===== config.mk =====
export PLATFORM = sky130hd
export DESIGN_NAME = mem_port_arbiter_flat
export DESIGN_NICKNAME = d
export VERILOG_FILES = /design/src/rtl/mem_port_arbiter_if.sv /design/src/rtl/mem_port_arbiter.sv /design/src/flat_wrapper.sv
export SDC_FILE = /design/constraint.sdc
export NUM_CORES = 1
export LEC_CHECK = 0
export CAP_MARGIN = 40
export CORE_AREA = 2 2 146 148
export DETAILED_ROUTE_END_ITERATION = 8
export DIE_AREA = 0 0 148 150
export GPL_TIMING_DRIVEN = 0
export PLACE_DENSITY_LB_ADDON = 0.15
export REMOVE_ABC_BUFFERS = 1
export SYNTH_ARGS = -nofsm -noshare
export SYNTH_HDL_FRONTEND = slang
export SYNTH_SLANG_ARGS = --single-unit

===== constraint.sdc =====
create_clock -name clk -period 1.45 [get_ports clk]
set_input_delay 0.3625 -clock clk [delete_from_list [all_inputs] [get_ports clk]]
set_output_delay 0.3625 -clock clk [all_outputs]
set_load 0.01 [all_outputs]

===== src/rtl/mem_port_arbiter_if.sv =====
// Memory port arbiter bus bundle.
// Groups the per-channel request/response signals and the unified line-memory port.
//   req_valid/req_we/req_addr/req_wdata : per-channel requests (packed, channel i at i*W)
//   req_grant/rsp_valid                 : one-hot per-channel pulses from the arbiter
//   rsp_data                            : shared read-line return bus
//   m_addr/m_re/m_we/m_wdata            : memory command, held until m_rdy
//   m_rdata/m_rdy                       : memory read line and completion
// Modports:
//   master : requesters plus memory model (drives requests and memory responses)
//   slave  : the arbiter itself
interface mem_port_arbiter_if #(
    parameter int unsigned NUM_CH = 2,
    parameter int unsigned ADDR_W = 14,
    parameter int unsigned LINE_W = 64
);
    logic [NUM_CH-1:0]        req_valid;
    logic [NUM_CH-1:0]        req_we;
    logic [NUM_CH*ADDR_W-1:0] req_addr;
    logic [NUM_CH*LINE_W-1:0] req_wdata;
    logic [NUM_CH-1:0]        req_grant;
    logic [NUM_CH-1:0]        rsp_valid;
    logic [LINE_W-1:0]        rsp_data;
    logic [ADDR_W-1:0]        m_addr;
    logic                     m_re;
    logic                     m_we;
    logic [LINE_W-1:0]        m_wdata;
    logic [LINE_W-1:0]        m_rdata;
    logic                     m_rdy;

    modport master (
        output req_valid, req_we, req_addr, req_wdata, m_rdata, m_rdy,
        input  req_grant, rsp_valid, rsp_data, m_addr, m_re, m_we, m_wdata
    );

    modport slave (
        input  req_valid, req_we, req_addr, req_wdata, m_rdata, m_rdy,
        output req_grant, rsp_valid, rsp_data, m_addr, m_re, m_we, m_wdata
    );
endinterface


===== src/rtl/mem_port_arbiter.sv =====
// N-channel arbiter between L1 caches and the unified line memory.
// Serialises one line read or write-back per transaction onto the single memory port and
// returns completion (and read data) to the requesting channel.
// Ports:
//   clk : system clock, rising edge
//   rst : synchronous active-high reset
//   bus : mem_port_arbiter_if.slave (requests, grants, responses, memory port)
// Configuration:
//   MEM_ARB_FIXED_PRIO_EN defined   : fixed priority, lowest channel index wins.
//   MEM_ARB_FIXED_PRIO_EN undefined : round-robin starting at rr_ptr (default).
// All outputs are registered. Each transaction occupies IDLE -> BUSY -> RESP, so at least
// three cycles.
module mem_port_arbiter #(
    parameter int unsigned NUM_CH = 2,
    parameter int unsigned ADDR_W = 14,
    parameter int unsigned LINE_W = 64
) (
    input  logic              clk,
    input  logic              rst,
    mem_port_arbiter_if.slave bus
);

    localparam int unsigned ChW = $clog2((NUM_CH > 2) ? NUM_CH : 2);

    typedef enum logic [1:0] {
        StIdle,
        StBusy,
        StResp
    } state_e;

    state_e              state_q, state_d;
    logic [NUM_CH-1:0]   req_grant_q, req_grant_d;
    logic [NUM_CH-1:0]   rsp_valid_q, rsp_valid_d;
    logic [LINE_W-1:0]   rsp_data_q, rsp_data_d;
    logic [ADDR_W-1:0]   m_addr_q, m_addr_d;
    logic                m_re_q, m_re_d;
    logic                m_we_q, m_we_d;
    logic [LINE_W-1:0]   m_wdata_q, m_wdata_d;
    logic [ChW-1:0]      ch_id_q, ch_id_d;

    // Arbitration result for the current cycle.
    logic                win_found;
    logic [ChW-1:0]      win_id;
    logic                win_we;
    logic [ADDR_W-1:0]   win_addr;
    logic [LINE_W-1:0]   win_wdata;

`ifdef MEM_ARB_FIXED_PRIO_EN
    always_comb begin
        win_found = 1'b0;
        win_id    = '0;
        for (int unsigned i = 0; i < NUM_CH; i++) begin
            if (!win_found && bus.req_valid[i]) begin
                win_found = 1'b1;
                win_id    = ChW'(i);
            end
        end
    end
`else
    logic [ChW-1:0] rr_ptr_q, rr_ptr_d;

    // Circular scan from rr_ptr_q: first look at channels at or above the pointer,
    // then wrap around to the lowest requesting channel.
    always_comb begin
        win_found = 1'b0;
        win_id    = '0;
        for (int unsigned i = 0; i < NUM_CH; i++) begin
            if (!win_found && bus.req_valid[i] && (ChW'(i) >= rr_ptr_q)) begin
                win_found = 1'b1;
                win_id    = ChW'(i);
            end
        end
        for (int unsigned i = 0; i < NUM_CH; i++) begin
            if (!win_found && bus.req_valid[i]) begin
                win_found = 1'b1;
                win_id    = ChW'(i);
            end
        end
    end

    always_comb begin
        rr_ptr_d = rr_ptr_q;
        if (state_q == StIdle && win_found) begin
            rr_ptr_d = (win_id == ChW'(NUM_CH - 1)) ? '0 : win_id + 1'b1;
        end
    end

    always_ff @(posedge clk) begin
        if (rst) begin
            rr_ptr_q <= '0;
        end else begin
            rr_ptr_q <= rr_ptr_d;
        end
    end
`endif

    // Winner's request fields.
    always_comb begin
        win_we    = 1'b0;
        win_addr  = '0;
        win_wdata = '0;
        for (int unsigned i = 0; i < NUM_CH; i++) begin
            if (ChW'(i) == win_id) begin
                win_we    = bus.req_we[i];
                win_addr  = bus.req_addr[i*ADDR_W +: ADDR_W];
                win_wdata = bus.req_wdata[i*LINE_W +: LINE_W];
            end
        end
    end

    always_comb begin
        state_d     = state_q;
        req_grant_d = '0;
        rsp_valid_d = '0;
        rsp_data_d  = rsp_data_q;
        m_addr_d    = m_addr_q;
        m_wdata_d   = m_wdata_q;
        m_re_d      = m_re_q;
        m_we_d      = m_we_q;
        ch_id_d     = ch_id_q;

        unique case (state_q)
            StIdle: begin
                m_re_d = 1'b0;
                m_we_d = 1'b0;
                if (win_found) begin
                    m_addr_d  = win_addr;
                    m_wdata_d = win_wdata;
                    m_re_d    = !win_we;
                    m_we_d    = win_we;
                    ch_id_d   = win_id;
                    for (int unsigned i = 0; i < NUM_CH; i++) begin
                        req_grant_d[i] = (ChW'(i) == win_id);
                    end
                    state_d = StBusy;
                end
            end
            StBusy: begin
                // Command stays stable until the memory completes.
                if (bus.m_rdy) begin
                    m_re_d = 1'b0;
                    m_we_d = 1'b0;
                    if (m_re_q) begin
                        rsp_data_d = bus.m_rdata;
                    end
                    for (int unsigned i = 0; i < NUM_CH; i++) begin
                        rsp_valid_d[i] = (ChW'(i) == ch_id_q);
                    end
                    state_d = StResp;
                end
            end
            StResp: begin
                state_d = StIdle;
            end
            default: begin
                state_d = StIdle;
            end
        endcase
    end

    always_ff @(posedge clk) begin
        if (rst) begin
            state_q     <= StIdle;
            req_grant_q <= '0;
            rsp_valid_q <= '0;
            rsp_data_q  <= '0;
            m_addr_q    <= '0;
            m_re_q      <= 1'b0;
            m_we_q      <= 1'b0;
            m_wdata_q   <= '0;
            ch_id_q     <= '0;
        end else begin
            state_q     <= state_d;
            req_grant_q <= req_grant_d;
            rsp_valid_q <= rsp_valid_d;
            rsp_data_q  <= rsp_data_d;
            m_addr_q    <= m_addr_d;
            m_re_q      <= m_re_d;
            m_we_q      <= m_we_d;
            m_wdata_q   <= m_wdata_d;
            ch_id_q     <= ch_id_d;
        end
    end

    assign bus.req_grant = req_grant_q;
    assign bus.rsp_valid = rsp_valid_q;
    assign bus.rsp_data  = rsp_data_q;
    assign bus.m_addr    = m_addr_q;
    assign bus.m_re      = m_re_q;
    assign bus.m_we      = m_we_q;
    assign bus.m_wdata   = m_wdata_q;

endmodule


===== src/flat_wrapper.sv =====
// flat-port wrapper written by rule: the top's interface ports become plain ports
module mem_port_arbiter_flat 
#(
    parameter int unsigned NUM_CH = 2,
    parameter int unsigned ADDR_W = 14,
    parameter int unsigned LINE_W = 64
)
  (clk, rst, bus_req_valid, bus_req_we, bus_req_addr, bus_req_wdata, bus_m_rdata, bus_m_rdy, bus_req_grant, bus_rsp_valid, bus_rsp_data, bus_m_addr, bus_m_re, bus_m_we, bus_m_wdata);
  mem_port_arbiter_if #(.NUM_CH(NUM_CH), .ADDR_W(ADDR_W), .LINE_W(LINE_W)) bus_i ();
  input  logic clk;
  input  logic rst;
  input wire logic [$bits(bus_i.req_valid)-1:0] bus_req_valid;
  input wire logic [$bits(bus_i.req_we)-1:0] bus_req_we;
  input wire logic [$bits(bus_i.req_addr)-1:0] bus_req_addr;
  input wire logic [$bits(bus_i.req_wdata)-1:0] bus_req_wdata;
  input wire logic [$bits(bus_i.m_rdata)-1:0] bus_m_rdata;
  input wire logic [$bits(bus_i.m_rdy)-1:0] bus_m_rdy;
  output wire logic [$bits(bus_i.req_grant)-1:0] bus_req_grant;
  output wire logic [$bits(bus_i.rsp_valid)-1:0] bus_rsp_valid;
  output wire logic [$bits(bus_i.rsp_data)-1:0] bus_rsp_data;
  output wire logic [$bits(bus_i.m_addr)-1:0] bus_m_addr;
  output wire logic [$bits(bus_i.m_re)-1:0] bus_m_re;
  output wire logic [$bits(bus_i.m_we)-1:0] bus_m_we;
  output wire logic [$bits(bus_i.m_wdata)-1:0] bus_m_wdata;
  assign bus_i.req_valid = bus_req_valid;
  assign bus_i.req_we = bus_req_we;
  assign bus_i.req_addr = bus_req_addr;
  assign bus_i.req_wdata = bus_req_wdata;
  assign bus_i.m_rdata = bus_m_rdata;
  assign bus_i.m_rdy = bus_m_rdy;
  assign bus_req_grant = bus_i.req_grant;
  assign bus_rsp_valid = bus_i.rsp_valid;
  assign bus_rsp_data = bus_i.rsp_data;
  assign bus_m_addr = bus_i.m_addr;
  assign bus_m_re = bus_i.m_re;
  assign bus_m_we = bus_i.m_we;
  assign bus_m_wdata = bus_i.m_wdata;
  mem_port_arbiter #(.NUM_CH(NUM_CH), .ADDR_W(ADDR_W), .LINE_W(LINE_W)) u_core (.clk(clk), .rst(rst), .bus(bus_i));
endmodule

==> impl_metrics.env, run 1 <==
export IMPL_post_route_min_period_ps=1678
export IMPL_cts_sinks=152
export IMPL_hold_start="rst"
export IMPL_die_h_um=150
export IMPL_seq_area_frac_synth=0.5101
export IMPL_first_pass_iters=7
export IMPL_netlist_area_mm2=0.005966
export IMPL_via_per_inst=4.796
export IMPL_synth_main_ff_cell="dfxtp_1"
export IMPL_synth_commonest_cells="188 x nand2_1, 152 x dfxtp_1, 86 x a21oi_1, 40 x a21oi_2, 40 x a22oi_2"
export IMPL_die_w_um=148
export IMPL_clock_latency_ps=430
export IMPL_io_buffer_count=374
export IMPL_relSlewSlack=0.5977
export IMPL_postLayoutCellArea_mm2=0.01216
export IMPL_power_per_cell_area_mw_per_mm2=1006
export IMPL_min_period_over_period=1.157
export IMPL_fmax_mhz=596.0
export IMPL_yosysTopAreaCell="dfxtp_1"
export IMPL_p_leak_nw=4.657
export IMPL_avgSynthCellArea_um2=9.278
export IMPL_fin_util=0.5877
export IMPL_drc=0
export IMPL_gp_congestion=0.7346
export IMPL_place_hpwl_um=15630
export IMPL_hold_viol_final=0
export IMPL_synth_async_reset_ratio=0
export IMPL_hold_ws_ps=358.7
export IMPL_netlist_instances=643
export IMPL_num_vias=6580
export IMPL_cts_tree="done"
export IMPL_run_status="finished with violations"
export IMPL_netSwitchingFraction=0.2829
export IMPL_ff2ff_path_depth=9
export IMPL_yosys_warnings=0
export IMPL_cp_required_ps=1750
export IMPL_report_final_slew_viol_count=0
export IMPL_hold_end="u_core.bus.rsp_data[59]$_SDFFE_PP0P_"
export IMPL_finalPower_w=0.01223
export IMPL_die_area_mm2=0.02220
export IMPL_nets=1310
export IMPL_rows=53
export IMPL_pin_count=375
export IMPL_drive_gt1_frac=0.3221
export IMPL_core_area_mm2=0.02069
export IMPL_pre_cts_ws_ps=-1338
export IMPL_max_cap_viol_count=0
export IMPL_p_int_w=0.008772
export IMPL_rsz0062_at_grt="true"
export IMPL_setup_violations=125
export IMPL_synth_top_area_share=0.5101
export IMPL_drt_initial_drc_count=277
export IMPL_p_seq_frac=0.373
export IMPL_grt_antenna_before_repair=1
export IMPL_end_kind="flop"
export IMPL_cts_root_buffer="clkbuf_16"
export IMPL_routed_wirelength_um=27530
export IMPL_area_growth_pct=103.8
export IMPL_grt_pass1_wl_um=38310
export IMPL_placed_cell_area_mm2=0.009983
export IMPL_crit_fanout=7
export IMPL_cts_buffers=17
export IMPL_reg2reg_setup_slack_ps=-230
export IMPL_r2r_start="u_core.state_q[1]$_SDFFE_PP0P_"
export IMPL_tightest_slew_ps=603.4
export IMPL_ys_types=29
export IMPL_timing_final_ws_setup_ps=-227.8
export IMPL_hold_class="in2reg"
export IMPL_yosys_cell_count_top_type="nand2_1"
export IMPL_ys_ff_latch=152
export IMPL_path_clk_slew_ps=70
export IMPL_ir_worst_vdd_mv=0.6987
export IMPL_violations="setup timing"
export IMPL_synth_edf_count=0
export IMPL_reg2reg_to="u_core.bus.m_wdata[3]$_SDFFE_PP0P_"
export IMPL_cts_buffer_depth=2
export IMPL_critPathLaunchType="flop"
export IMPL_route_detailed_wl_per_inst_um=20.07
export IMPL_power_switching_w=0.003461
export IMPL_critPathKind="reg2reg"
export IMPL_arrival_ps=1980
export IMPL_start_util=0.2883
export IMPL_grt_total_usage=0.2292
export IMPL_synth_area_leaders="dfxtp_1 51%, nand2_1 12%, a22oi_2 8.4%, a21oi_1 7.2%, a21oi_2 5.9%"
export IMPL_clock_skew_ps=9.213
export IMPL_grt_max_degree=97
export IMPL_power_frac_clock=0.363
export IMPL_grt_overflow_total=0
export IMPL_comb_power_share=0.263
export IMPL_first_global_vias=6404
export IMPL_ant_nets=0
export IMPL_hold_depth=2
export IMPL_cts_max_level=4
==> critical path, stage by stage, from the launching register on <==
cell and delay [ps]:
dfxtp_4 360, buf_6 120, nor2_4 160, o21ai_4 100, buf_16 160, buf_16 160
buf_8 140, buf_16 130, a22oi_2 150, a21oi_2 60
==> flip-flops by register name, indices dropped and copies added (netlist names) <==
register	count
u_core.bus.m_wdata	64
u_core.state_q	2
u_core.bus.rsp_data	64
u_core.ch_id_q	1
u_core.rr_ptr_q	1
u_core.bus.m_addr	14
u_core.bus.m_re	1
u_core.bus.rsp_valid	2
u_core.bus.m_we	1
u_core.bus.req_grant	2
==> cells by family (layout without fill, tap and decap cells) <==
kind of cell	after synthesis	after routing	share of synthesized area
mux	1	1	0.001678
other cells	0	1	0
simple gates	222	231	0.1422
buf+inv	58	500	0.06417
flops	152	152	0.5101
compound gates	210	212	0.2819
==> what timing repair did <==
item	CTS	global route
buffers inserted	41	18
pin swaps	85	49
setup endpoints to repair	297	211
hold buffers	0	0
cloned	25	12
gates resized for setup	292	199
==> cell usage in the layout (no fill, tap or decap), types with 5 or more instances in the layout <==
master,count
clkdlybuf4s50_1,222
dfxtp_1,148
nand2_1,147
a21oi_1,65
a21oi_2,61
clkdlybuf4s15_1,56
a22oi_2,52
dlygate4sd2_1,49
clkbuf_2,40
nand2_2,34
nor2_1,24
clkbuf_16,24
buf_16,21
a222oi_1,20
buf_12,17
buf_8,16
buf_4,16
buf_6,15
nand2_4,7
a22oi_1,6
nand3_4,6
clkinvlp_4,5
==> routing by layer <==
layer,share of wire,GRT usage,vias up
met5,0,0,-
met4,0.019,0.07238,0
met3,0.097,0.09268,33
met2,0.50,0.3912,299
met1,0.38,0.2627,3082
li1,-,-,3166
==> power by group through the flow <==
stage          clock, W  sequential (W)  combinational [W]
4_1_cts         0.00451         0.00456            0.00304
3_5_place_dp          0         0.00465            0.00233
6_report        0.00444         0.00457            0.00322
2_1_floorplan         0         0.00475           0.000723
3_3_place_gp          0         0.00465            0.00226
5_1_grt         0.00471         0.00459            0.00341
==> stage by stage <==
| step | setup TNS [ps] | instances |
|---|---|---|
| 2_1_floorplan | -497650 | 587 |
| 3_3_place_gp | -1147200 | 1236 |
| 3_5_place_dp | -126060 | 1251 |
| 4_1_cts | -8350 | 1348 |
| 5_1_grt | -20090 | 1372 |
| 6_report | -11680 | 1372 |
==> worst max-delay path by stage <==
stage                                   start                             endpoint  slack (ps)  cells past startpoint
6_report       u_core.state_q[1]$_SDFFE_PP0P_   u_core.bus.m_wdata[3]$_SDFFE_PP0P_        -230                      9
4_1_cts        u_core.state_q[0]$_SDFFE_PP0P_  u_core.bus.m_wdata[18]$_SDFFE_PP0P_        -220                      9
2_1_floorplan                bus_req_valid[1]         u_core.bus.m_we$_SDFFE_PP0P_       -5670                      3
5_1_grt        u_core.state_q[1]$_SDFFE_PP0P_    u_core.bus.m_addr[7]$_SDFFE_PP0P_        -320                      8
3_3_place_gp                 bus_req_valid[1]         u_core.bus.m_we$_SDFFE_PP0P_      -10400                      4
3_5_place_dp                 bus_req_valid[1]  u_core.bus.m_wdata[26]$_SDFFE_PP0P_       -1340                      8
==> area by class of cell <==
cell class / count / area [µm²]
diodes: 1 / 2.502
clock buffers: 18 / 439.2
clock inverters: 14 / 138.9
fillers: 1831 / 8529
inverters: 2 / 7.507
multi-input cells: 444 / 3048
flip-flops and latches: 152 / 3058
well taps: 275 / 344.1
repair buffers: 466 / 5122
Note: power is estimated with default switching activity, not from simulation.
==> run 2: changes to the inputs <==
- TNS_END_PERCENT: not set -> 50
==> run 2 against run 1 <==
Via count decreased by 1.5%. Worst hold slack better by 10 ps. Cell count shrank 1.0%. Clock power is essentially flat. Die area is the same. Global-route usage is essentially flat. Routed wire length decreased by 3.5%. The run still ends with setup timing left. Sequential share of layout area rose by 0.80 points. Worst setup slack gained 9.4 ps. First-iteration DRC count up 5.8%. Combinational power fell by 5%.
==> impl_metrics.env, run 2 (synthesis results as in run 1) <==
export IMPL_run_status="finished with violations"
export IMPL_violations="setup timing"
export IMPL_dp_cells=1251
export IMPL_die_h_um=150
export IMPL_grt_max_degree=97
export IMPL_first_global_vias=6396
export IMPL_hold_viol_final=0
export IMPL_rsz0062_at_grt="true"
export IMPL_cts_buffers=17
export IMPL_timing_final_ws_setup_ps=-218.4
export IMPL_grt_antenna_before_repair=1
export IMPL_post_route_min_period_ps=1668
export IMPL_min_period_over_period=1.151
export IMPL_ant_nets=0
export IMPL_critPathKind="reg2reg"
export IMPL_final_common_cell="clkdlybuf4s50_1"
export IMPL_report_final_slew_viol_count=0
export IMPL_p_seq_frac=0.379
export IMPL_cts_sinks=152
export IMPL_gp_congestion=0.7346
export IMPL_netSwitchingFraction=0.2812
export IMPL_grt_pass1_wl_um=38320
export IMPL_drt_initial_drc_count=293
export IMPL_power_switching_w=0.003387
export IMPL_rows=53
export IMPL_cts_buffer_depth=2
export IMPL_end_kind="flop"
export IMPL_grt_util_met2=0.3910
export IMPL_place_hpwl_um=15630
export IMPL_die_area_mm2=0.02220
export IMPL_use_met1=0.2659
export IMPL_clock_latency_ps=430
export IMPL_power_per_cell_area_mw_per_mm2=1022
export IMPL_finalPower_w=0.01204
export IMPL_fin_cells=1358
export IMPL_routed_wirelength_um=26550
export IMPL_setup_violations=144
export IMPL_cts_tree="done"
export IMPL_relSlewSlack=0.5975
export IMPL_start_util=0.2883
export IMPL_grt_busiest_layer="met2"
export IMPL_num_vias=6479
export IMPL_core_area_mm2=0.02069
export IMPL_nets=1296
export IMPL_arrival_ps=1970
export IMPL_grt_total_usage=0.2294
export IMPL_final_cell_mix="222 x clkdlybuf4s50_1, 178 x nand2_1, 148 x dfxtp_1"
export IMPL_ir_worst_vdd_mv=0.6973
export IMPL_clock_skew_ps=8.897
export IMPL_via_per_inst=4.771
export IMPL_first_pass_iters=5
export IMPL_io_buffer_count=374
export IMPL_p_leak_nw=4.541
export IMPL_route_detailed_wl_per_inst_um=19.55
export IMPL_comb_power_share=0.254
export IMPL_tightest_slew_ps=603.8
export IMPL_max_cap_viol_count=0
export IMPL_crit_fanout=7
export IMPL_area_growth_pct=97.59
export IMPL_seqCellArea_mm2=0.003058
export IMPL_power_frac_clock=0.367
export IMPL_grt_met3_usage=0.09024
export IMPL_ctsHoldBuffers=0
export IMPL_drc=0
export IMPL_grt_overflow_total=0
export IMPL_path_clk_slew_ps=70
export IMPL_multi_input_area_mm2=0.002953
export IMPL_cts_root_buffer="clkbuf_16"
export IMPL_p_int_w=0.008656
export IMPL_fmax_mhz=599.4
export IMPL_critPathLaunchType="flop"
export IMPL_hold_class="in2reg"
export IMPL_die_w_um=148
export IMPL_cp_required_ps=1750
export IMPL_pin_count=375
export IMPL_cts_max_level=4
export IMPL_drive_gt1_frac=0.2791
export IMPL_nFillCells=1870
==> run 2: power by group through the flow <==
stage | Clock, W | Combinational [W] | Sequential, W
after floorplan | 0 | 0.000723 | 0.00475
after global placement | 0 | 0.00226 | 0.00465
after detailed placement | 0 | 0.00233 | 0.00465
after CTS | 0.00451 | 0.00303 | 0.00456
after global routing | 0.00471 | 0.00324 | 0.00459
final | 0.00442 | 0.00306 | 0.00456
==> run 2: cell type report <==
type | instances | share of cell area
timing repair buffer | 453 | 0.4110
sequential | 152 | 0.2594
multi-input combinational | 443 | 0.2505
clock buffer | 18 | 0.03726
tap | 275 | 0.02919
clock inverter | 14 | 0.01178
inverter | 2 | 0.0006369
antenna | 1 | 0.0002123
==> run 2: worst max-delay path, stage by stage, from the launching register on <==
cell       delay [ps]
dfxtp_4           350
buf_6             110
nor2_4            160
o21ai_4            90
clkbuf_16         170
buf_16            160
buf_8             140
buf_16            130
a22oi_2           150
a21oi_2            60
==> run 2: path summary, 6_finish.rpt <==
check	endpoint	from	cells past startpoint	slack, ps
worst max-delay path	u_core.bus.m_wdata[3]$_SDFFE_PP0P_	u_core.state_q[1]$_SDFFE_PP0P_	9	-220
worst max register to register	u_core.bus.m_wdata[3]$_SDFFE_PP0P_	u_core.state_q[1]$_SDFFE_PP0P_	9	-220
worst min-delay path	u_core.bus.rsp_data[2]$_SDFFE_PP0P_	rst	2	370
worst min register to register	u_core.bus.rsp_data[54]$_SDFFE_PP0P_	u_core.bus.rsp_data[54]$_SDFFE_PP0P_	2	450
==> run 2: repair_timing <==
| item | CTS | global route |
|---|---|---|
| cloned | 25 | 5 |
| gates resized for setup | 288 | 153 |
| buffers inserted | 41 | 13 |
| pin swaps | 83 | 31 |
| endpoints found under the setup margin | 297 | 209 |
==> run 2: metal layers <==
metal | part of all wire | wire [µm]
met5 | 0 | 0
met4 | 0.017 | 450
met3 | 0.096 | 2560
met2 | 0.49 | 13100
met1 | 0.39 | 10450
==> run 2: metrics by stage <==
stage | util | TNS, ps | hold slack (ps) | setup slack, ps | cell area [µm²]
after CTS | 0.5647 | -8323 | 373.0 | -224.8 | 11680
after global routing | 0.5697 | -20930 | 373.4 | -287.1 | 11790
after floorplan | - | -497650 | 412.2 | -5673 | 5590
final | 0.5697 | -11830 | 369.0 | -218.4 | 11790
after detailed placement | 0.4825 | -126060 | 445.6 | -1338 | 9983
after global placement | 0.4678 | -1147200 | 432.6 | -10400 | 9678
==> run 3: changes to the inputs <==
- clock period: 1.45 -> 1.9 ns (I/O delays scaled with it)
==> run 3 against run 2 <==
The flow now finishes without violations. Die area unchanged. Critical path depth decreased by 8. First-iteration DRC count decreased by 11%. Highest routed layer unchanged.
==> impl_metrics.env, run 3 (synthesis results as in run 1) <==
export IMPL_n_antenna_cell=0
export IMPL_nets=1229
export IMPL_final_common_cell="clkdlybuf4s50_1"
export IMPL_io_buffer_count=374
export IMPL_max_stage_delay_ps=590
export IMPL_cts_max_level=4
export IMPL_p_seq_frac=0.403
export IMPL_cts_buffer_depth=2
export IMPL_hold_viol_final=0
export IMPL_p_leak_nw=3.669
export IMPL_start_util=0.2883
export IMPL_rsz0062_at_grt="true"
export IMPL_area_growth_pct=79.11
export IMPL_cp_required_ps=1420
export IMPL_arrival_ps=1370
export IMPL_post_route_min_period_ps=1850
export IMPL_grt_overflow_total=0
export IMPL_grt_pass1_wl_um=32970
export IMPL_pin_count=375
export IMPL_comb_power_share=0.209
export IMPL_setup_violations=0
export IMPL_power_per_cell_area_mw_per_mm2=811.2
export IMPL_relSlewSlack=0.6042
export IMPL_report_final_slew_viol_count=0
export IMPL_cts_buffers=17
export IMPL_path_clk_slew_ps=70
export IMPL_crit_fanout=2
export IMPL_grt_max_degree=97
export IMPL_fin_util=0.5164
export IMPL_num_vias=6008
export IMPL_hold_start="u_core.ch_id_q$_SDFFE_PP0P_"
export IMPL_power_switching_w=0.002356
export IMPL_crit_path_start="u_core.bus.m_wdata[47]$_SDFFE_PP0P_"
export IMPL_drt_initial_drc_count=262
export IMPL_netSwitchingFraction=0.2717
export IMPL_critPathKind="reg2out"
export IMPL_drc=0
export IMPL_slowest_stage="clkdlybuf4s50_1"
export IMPL_ctsHoldBuffers=0
export IMPL_finalPower_w=0.008668
export IMPL_critPathLaunchType="flop"
export IMPL_first_pass_iters=7
export IMPL_rows=53
export IMPL_die_h_um=150
export IMPL_crit_chain="clkdlybuf4s50_1"
export IMPL_gp_congestion=0.7346
export IMPL_min_period_over_period=0.9736
export IMPL_grt_antenna_before_repair=0
export IMPL_end_kind="output port"
export IMPL_finalSetupTns_ps=0
export IMPL_p_int_w=0.006313
export IMPL_clock_latency_ps=430
export IMPL_route_detailed_wl_per_inst_um=17.63
export IMPL_fmax_mhz=540.6
export IMPL_run_status="finished clean"
export IMPL_first_global_vias=5824
export IMPL_ir_worst_vdd_mv=0.5262
export IMPL_die_area_mm2=0.02220
export IMPL_place_hpwl_um=15630
export IMPL_ant_nets=0
export IMPL_drive_gt1_frac=0.1429
export IMPL_power_frac_clock=0.388
export IMPL_core_area_mm2=0.02069
export IMPL_cts_root_buffer="clkbuf_16"
export IMPL_cpLargestDelayFamily="buffers and inverters"
export IMPL_tightest_slew_ps=593.7
export IMPL_via_per_inst=4.657
export IMPL_routed_wirelength_um=22740
export IMPL_cts_sinks=152
export IMPL_die_w_um=148
export IMPL_grt_total_usage=0.1918
export IMPL_r2r_start="u_core.state_q[1]$_SDFFE_PP0P_"
export IMPL_hold_class="reg2reg"
export IMPL_max_cap_viol_count=0
export IMPL_crit_buf_inv=1
export IMPL_cts_tree="done"
export IMPL_final_cell_mix="367 x clkdlybuf4s50_1, 188 x nand2_1, 151 x dfxtp_1"
export IMPL_clock_skew_ps=8.733
==> run 3: cell types whose count changed in the layout (fill, tap and decap cells not counted), moves of 12 or more <==
cell / delta
clkdlybuf4s50_1: +145
clkbuf_2: -37
a22oi_1: +12
buf_16: -15
a21oi_1: +17
clkdlybuf4s15_1: -49
buf_4: -12
buf_8: -15
a22oi_2: -12
a21oi_2: -17
dlygate4sd2_1: -56
==> run 3: layer usage <==
layer | vias up | routed length (µm) | global-route usage
li1 | 2966 | - | -
met4 | 0 | 294 | 0.06000
met5 | - | 0 | 0
met2 | 256 | 10740 | 0.3164
met3 | 23 | 2201 | 0.07896
met1 | 2763 | 9502 | 0.2280
==> run 3: layout make-up <==
class,instances,area [µm²]
fillers,1969,10000
flip-flops and latches,152,3044
inverters,2,7.507
repair buffers,393,4085
multi-input cells,436,2626
well taps,275,344.1
clock buffers,18,439.2
clock inverters,14,138.9
==> run 3: what timing repair did <==
action / 4_1_cts / 5_1_grt
endpoints found under the hold margin: 0 / 0
pin swaps: 2 / 1
resized for setup: 8 / 9
setup buffers: 5 / 0
gates cloned: 1 / 3
setup endpoints to repair: 126 / 112
==> run 3: worst paths after layout <==
kind / endpoint / slack [ps] / depth (start not counted)
worst max-delay path: bus_m_wdata[47] / 50 / 1
worst min-delay path: u_core.bus.rsp_valid[0]$_SDFF_PP0_ / 450 / 1
worst max register to register: u_core.bus.m_wdata[57]$_SDFFE_PP0P_ / 130 / 7
worst min register to register: u_core.bus.rsp_valid[0]$_SDFF_PP0_ / 450 / 1
==> run 3: power by group through the flow <==
stage / clock network [W] / logic, W / registers [W]
floorplan: 0 / 0.000551 / 0.00362
global placement: 0 / 0.00173 / 0.00355
detailed placement: 0 / 0.00178 / 0.00355
CTS: 0.00344 / 0.00182 / 0.00348
global route: 0.00359 / 0.00195 / 0.00351
finish: 0.00336 / 0.00181 / 0.00349
==> run 3: per-stage QoR <==
step / cell area (µm²) / hold slack [ps] / setup WS (ps) / instances
5_1_grt: 10690 / 463.0 / -49.45 / 1290
3_5_place_dp: 9983 / 445.6 / -1000 / 1251
6_report: 10690 / 445.9 / 50.08 / 1290
3_3_place_gp: 9678 / 432.6 / -10060 / 1236
4_1_cts: 10630 / 446.3 / 13.18 / 1287
2_1_floorplan: 5590 / 412.2 / -5336 / 587
